$ cat config.mk
export PLATFORM = sky130hd
export DESIGN_NAME = param_counter
export DESIGN_NICKNAME = d
export VERILOG_FILES = /design/src/rtl/param_counter_pkg.sv /design/src/rtl/param_counter_clock_prescaler.sv /design/src/rtl/param_counter.sv
export SDC_FILE = /design/constraint.sdc
export NUM_CORES = 1
export LEC_CHECK = 0
export CAP_MARGIN = 20
export CORE_MARGIN = 2
export CORE_UTILIZATION = 51
export CTS_CLUSTER_DIAMETER = 30
export DETAILED_ROUTE_END_ITERATION = 8
export PLACE_DENSITY_LB_ADDON = 0.1
export SETUP_SLACK_MARGIN = 0.02
export SYNTH_ARGS = -nofsm -noshare
export SYNTH_HDL_FRONTEND = slang
export SYNTH_HIERARCHICAL = 1
export SYNTH_SLANG_ARGS = --single-unit
$ cat constraint.sdc
create_clock -name clock -period 3.8 [get_ports clock]
set_input_delay 0.76 -clock clock [delete_from_list [all_inputs] [get_ports clock]]
set_output_delay 0.76 -clock clock [all_outputs]
set_load 0.05 [all_outputs]
$ cat src/rtl/param_counter_pkg.sv
// Shared definitions for the parameterised up/down counter: saturation
// encodings and the parameter legality check used at elaboration.
package param_counter_pkg;

    localparam int WRAP = 0;
    localparam int SAT  = 1;

    // MODULUS must fit the counter width and leave at least two states.
    function automatic bit params_ok(input int width, input int modulus, input int prescale);
        longint span;
        span = longint'(1) << width;
        return (modulus >= 2) && (longint'(modulus) <= span) && (prescale >= 1) && (width >= 1);
    endfunction

endpackage

$ cat src/rtl/param_counter_clock_prescaler.sv
// Enable divider: emits one step for every PRESCALE enabled cycles; clear
// restarts the division from zero.
module clock_prescaler #(
    parameter int PRESCALE = 1
) (
    input  logic clock,
    input  logic reset,
    input  logic enable,
    input  logic clear,
    output logic step
);

    generate
        if (PRESCALE == 1) begin : g_direct
            logic unused_inputs;
            assign unused_inputs = ^{clock, reset, clear};
            assign step = enable;
        end else begin : g_count
            localparam int PW = $clog2(PRESCALE);
            localparam logic [PW-1:0] LAST = PW'(PRESCALE - 1);

            logic [PW-1:0] count_q;
            logic [PW-1:0] count_d;

            always_comb begin
                count_d = count_q;
                if (clear) begin
                    count_d = '0;
                end else if (enable) begin
                    count_d = (count_q == LAST) ? '0 : count_q + PW'(1);
                end
            end

            always_ff @(posedge clock or posedge reset) begin
                if (reset) begin
                    count_q <= '0;
                end else begin
                    count_q <= count_d;
                end
            end

            assign step = enable && (count_q == LAST);
        end
    endgenerate

endmodule

$ cat src/rtl/param_counter.sv
// Modulo up/down counter with prescaled enable, clamped synchronous load,
// wrap or saturate at the range ends, and a one-cycle rollover pulse.
module param_counter
    import param_counter_pkg::*;
#(
    parameter int WIDTH    = 8,
    parameter int MODULUS  = 256,
    parameter int PRESCALE = 1,
    parameter int SATURATE = WRAP
) (
    input  logic             clock,
    input  logic             reset,
    input  logic             enable,
    input  logic             up,
    input  logic             load,
    input  logic [WIDTH-1:0] load_value,
    output logic [WIDTH-1:0] counter,
    output logic             rollover,
    output logic             at_limit
);

    generate
        if (!params_ok(WIDTH, MODULUS, PRESCALE)) begin : g_bad_params
            $error("param_counter: illegal WIDTH/MODULUS/PRESCALE combination");
        end
    endgenerate

    // One extra bit so MODULUS = 2**WIDTH still has a representable top value.
    localparam logic [WIDTH:0]   MAX_EXT = (WIDTH + 1)'(MODULUS - 1);
    localparam logic [WIDTH-1:0] MAX_VAL = MAX_EXT[WIDTH-1:0];

    logic             step;
    logic [WIDTH-1:0] counter_q;
    logic [WIDTH-1:0] counter_d;
    logic             rollover_q;
    logic             rollover_d;
    logic             at_top;
    logic             at_bottom;

    clock_prescaler #(
        .PRESCALE(PRESCALE)
    ) u_prescaler (
        .clock (clock),
        .reset (reset),
        .enable(enable),
        .clear (load),
        .step  (step)
    );

    assign at_top    = ({1'b0, counter_q} == MAX_EXT);
    assign at_bottom = (counter_q == '0);

    always_comb begin
        counter_d  = counter_q;
        rollover_d = 1'b0;
        if (load) begin
            counter_d = ({1'b0, load_value} > MAX_EXT) ? MAX_VAL : load_value;
        end else if (step) begin
            if (up) begin
                if (!at_top) begin
                    counter_d = counter_q + WIDTH'(1);
                end else if (SATURATE == WRAP) begin
                    counter_d  = '0;
                    rollover_d = 1'b1;
                end
            end else begin
                if (!at_bottom) begin
                    counter_d = counter_q - WIDTH'(1);
                end else if (SATURATE == WRAP) begin
                    counter_d  = MAX_VAL;
                    rollover_d = 1'b1;
                end
            end
        end
    end

    always_ff @(posedge clock or posedge reset) begin
        if (reset) begin
            counter_q  <= '0;
            rollover_q <= 1'b0;
        end else begin
            counter_q  <= counter_d;
            rollover_q <= rollover_d;
        end
    end

    assign counter  = counter_q;
    assign rollover = rollover_q;
    assign at_limit = up ? at_top : at_bottom;

endmodule
==> qor.tcl <==
set qor(outcome) {finished clean}
set qor(drcViolationCount) 0
set qor(final.setup.tns_ns) 0
set qor(power.density_mw_per_mm2) 352
set qor(grt_pass1_vias) 756
set qor(layoutNonFillerInstCount) 144
set qor(grt_setup_unrepaired) {no}
set qor(pin_count) 23
set qor(slew-limit-headroom_pct) 57.0
set qor(total_power_uw) 379
set qor(synthesis.yosys.warnings) 6
set qor(port_buffers) 22
set qor(ant_nets) 0
set qor(final_min_period_over_clock_period_pct) 77.8
set qor(final_cell_mix) {21 x sky130_fd_sc_hd__clkdlybuf4s50_1, 10 x sky130_fd_sc_hd__nand2_1, 9 x sky130_fd_sc_hd__dfrtp_1}
set qor(number_of_synthesized_flops_with_an_enable_pin) 0
set qor(fp.dieW_um) 45.3
set qor(grt_start_max_net_pins) 21
set qor(post_drt_via_cell_ratio) 6.33
set qor(max-clock-path-buffers) 2
set qor(grt_antenna_before_repair) 0
set qor(fmax_ghz) 0.338
set qor(placement_rows) 14
set qor(tightest_slew_ns) 0.642
set qor(numCtsBuffers) 3
set qor(layout.cell_area.non_filler_mm2) 0.00108
set qor(postSynthCellCount) 115
set qor(syn_area_per_cell_um2) 7.56
set qor(required_time_at_the_endpoint_of_the_critical_path_ns) 3.04
set qor(finalHoldViolations) 0
set qor(postRouteWirelength_um) 2100
set qor(clock-skew-final_ns) 0.00399
set qor(yosys.cell_types.count) 42
set qor(worst_vdd_rail_ir_drop_uv) 281
set qor(setup_fix_buffers_added_after_clock_tree_synthesis) 0
set qor(criticalPathCategory) {register to output port}
set qor(htree_levels) 1
set qor(synthesized_cell_area_um2) 870
set qor(synth-seq-area-share_pct) 25.9
set qor(num_vias) 911
set qor(setup.reg_to_reg.worst_slack_ns) 1.70
set qor(cellLeakagePower_nw) 0.420
set qor(finalWeightedCongestion) 0.869
set qor(flow.area_growth_from_synthesis_pct) 23.9
set qor(drt_pass1_iterations) 4
set qor(max_slew_violation_count) 0
set qor(total_area_of_multi_input_combinational_cells_um2) 561
set qor(finalWorstPathRequiredPeriod_ns) 2.96
set qor(share_of_flip_flops_with_an_asynchronous_set_or_reset_pct) 100
set qor(yosys_most_used_dff) {sky130_fd_sc_hd__dfrtp_1}
set qor(detailed_place.area_mm2) 0.00105
set qor(layout.nets) 145
set qor(gr-total-overflow) 0
set qor(design.die.area_mm2) 0.00205
set qor(cp_endpoint_kind) {output port}
set qor(cts_sinks) 9
set qor(synth.ff_latch_count) 9
set qor(worst_setup_path_start_kind) {register}
set qor(cts-hold-fix-buffers) 0
set qor(crit_arrival_ns) 2.20
set qor(setup_viol) 0
set qor(cts-root-buf) {sky130_fd_sc_hd__clkbuf_4}
set qor(postSynthNetCount) 131
set qor(cts_tree) {built}
set qor(worstSkewPairLatency_ns) 0.28
set qor(sequential_standard_cell_area_um2) 225
set qor(fp.coreArea_mm2) 0.00156
set qor(timing.reg2reg.worst_path_depth) 6
set qor(post-dp-hpwl_um) 1520
set qor(track_usage_pct) 23.6
set qor(worst_hold_path.num_cells) 2
set qor(number_of_design_rule_violations_left_by_the_first_detailed_router_iteration) 25
set qor(cts_repair_resize_count) 0
set qor(grt_pass1_wl_um) 3480
set qor(worstPathMaxFanout) 11
set qor(wl_per_cell_um) 14.6
set qor(clk_transition_reported_paths_ns) 0.07
set qor(n_fill_cell) 130
set qor(place.detailed.instances) 140
set qor(die-height_um) 45.3
set qor(utilization_after_layout_pct) 69.1
set qor(antennaDiodeCount) 0
set qor(max_cap_viols) 0
set qor(layout-drive-gt1-share_pct) 4.69
set qor(initial_utilization_pct) 55.8
set qor(mostFrequentLayoutCell) {sky130_fd_sc_hd__clkdlybuf4s50_1}
set qor(min-delay-path-class) {register to register}
per-layer routing:
layer	wire length [um]	share of wire, %	up-vias	global-route usage [%]
li1	-	-	451	-
met1	926	44	419	31.2
met2	1020	48	36	37.4
met3	116	5.5	5	2.80
met4	40	1.9	0	12.4
met5	0	0	-	0
layout make-up:
cell class                 count  share of cell area [%]
sequential                     9                    20.9
inverter                       5                    1.74
tap                           16                    1.86
multi-input combinational     87                    52.0
clock buffer                   3                    2.09
timing repair buffer          23                    20.9
clock inverter                 1                   0.465
power breakdown:
group | switching (mW) | internal [mW] | total (mW)
logic | 0.0925 | 0.0678 | 0.160
registers | 0.0309 | 0.106 | 0.137
clock network | 0.0426 | 0.0391 | 0.0817
path summary, 6_finish.rpt:
check | start | to
max in group asynchronous | reset | counter[3]
setup / recovery | counter[0] | at_limit
hold / removal | counter[6] | counter[6]
min in group asynchronous | reset | rollover
setup reg to reg | counter[0] | counter[6]
hold reg to reg | counter[6] | counter[6]
through the flow:
step / setup WS (ns) / hold WS (ns)
2_1_floorplan: 0.889 / 0.588
3_3_place_gp: 1.14 / 0.693
3_5_place_dp: 1.12 / 0.712
4_1_cts: 0.836 / 0.726
5_1_grt: 0.728 / 0.765
6_report: 0.844 / 0.721
cells in the mapped netlist, types with 2 or more instances:
library cell / number / area, um2
sky130_fd_sc_hd__a21boi_0: 3 / 22.5
sky130_fd_sc_hd__or3_1: 2 / 12.5
sky130_fd_sc_hd__clkbuf_1: 11 / 41.3
sky130_fd_sc_hd__a211o_1: 2 / 17.5
sky130_fd_sc_hd__ha_1: 3 / 37.5
sky130_fd_sc_hd__nor3_1: 7 / 35.0
sky130_fd_sc_hd__inv_1: 5 / 18.8
sky130_fd_sc_hd__nor4_1: 2 / 12.5
sky130_fd_sc_hd__nand3_1: 4 / 20.0
sky130_fd_sc_hd__o21ai_0: 7 / 35.0
sky130_fd_sc_hd__o32ai_1: 2 / 17.5
sky130_fd_sc_hd__nand2b_1: 2 / 12.5
sky130_fd_sc_hd__nor2_1: 7 / 26.3
sky130_fd_sc_hd__mux2i_1: 2 / 20.0
sky130_fd_sc_hd__o21a_1: 3 / 22.5
sky130_fd_sc_hd__dfrtp_1: 9 / 225
sky130_fd_sc_hd__xnor2_1: 2 / 17.5
sky130_fd_sc_hd__a21oi_1: 7 / 35.0
sky130_fd_sc_hd__nand2_1: 10 / 37.5
sky130_fd_sc_hd__a31oi_1: 3 / 18.8
logic make-up (layout without fill, tap and decap cells):
family | count (synthesis) | count (layout) | synth area share, %
xor gates and xnor gates | 3 | 3 | 3.02
DFF | 9 | 9 | 25.9
buffers and inverters | 19 | 32 | 9.64
muxes | 2 | 2 | 2.30
AOI/OAI and AO/OA | 39 | 39 | 31.8
adders and majority gates | 3 | 3 | 4.32
and+or+nand+nor | 40 | 40 | 23.0
sequential cells by signal, summed over array words and instances (netlist names):
register	count
rollover	1
counter	8
worst max-delay path, cell delays in order (launching register included):
cell	delay [ns]
sky130_fd_sc_hd__dfrtp_1	0.48
sky130_fd_sc_hd__inv_1	0.14
sky130_fd_sc_hd__ha_1	0.15
sky130_fd_sc_hd__or4b_1	0.58
sky130_fd_sc_hd__nor3_1	0.24
sky130_fd_sc_hd__a21o_1	0.13
sky130_fd_sc_hd__buf_4	0.19
(Power assumes the default switching activity.)
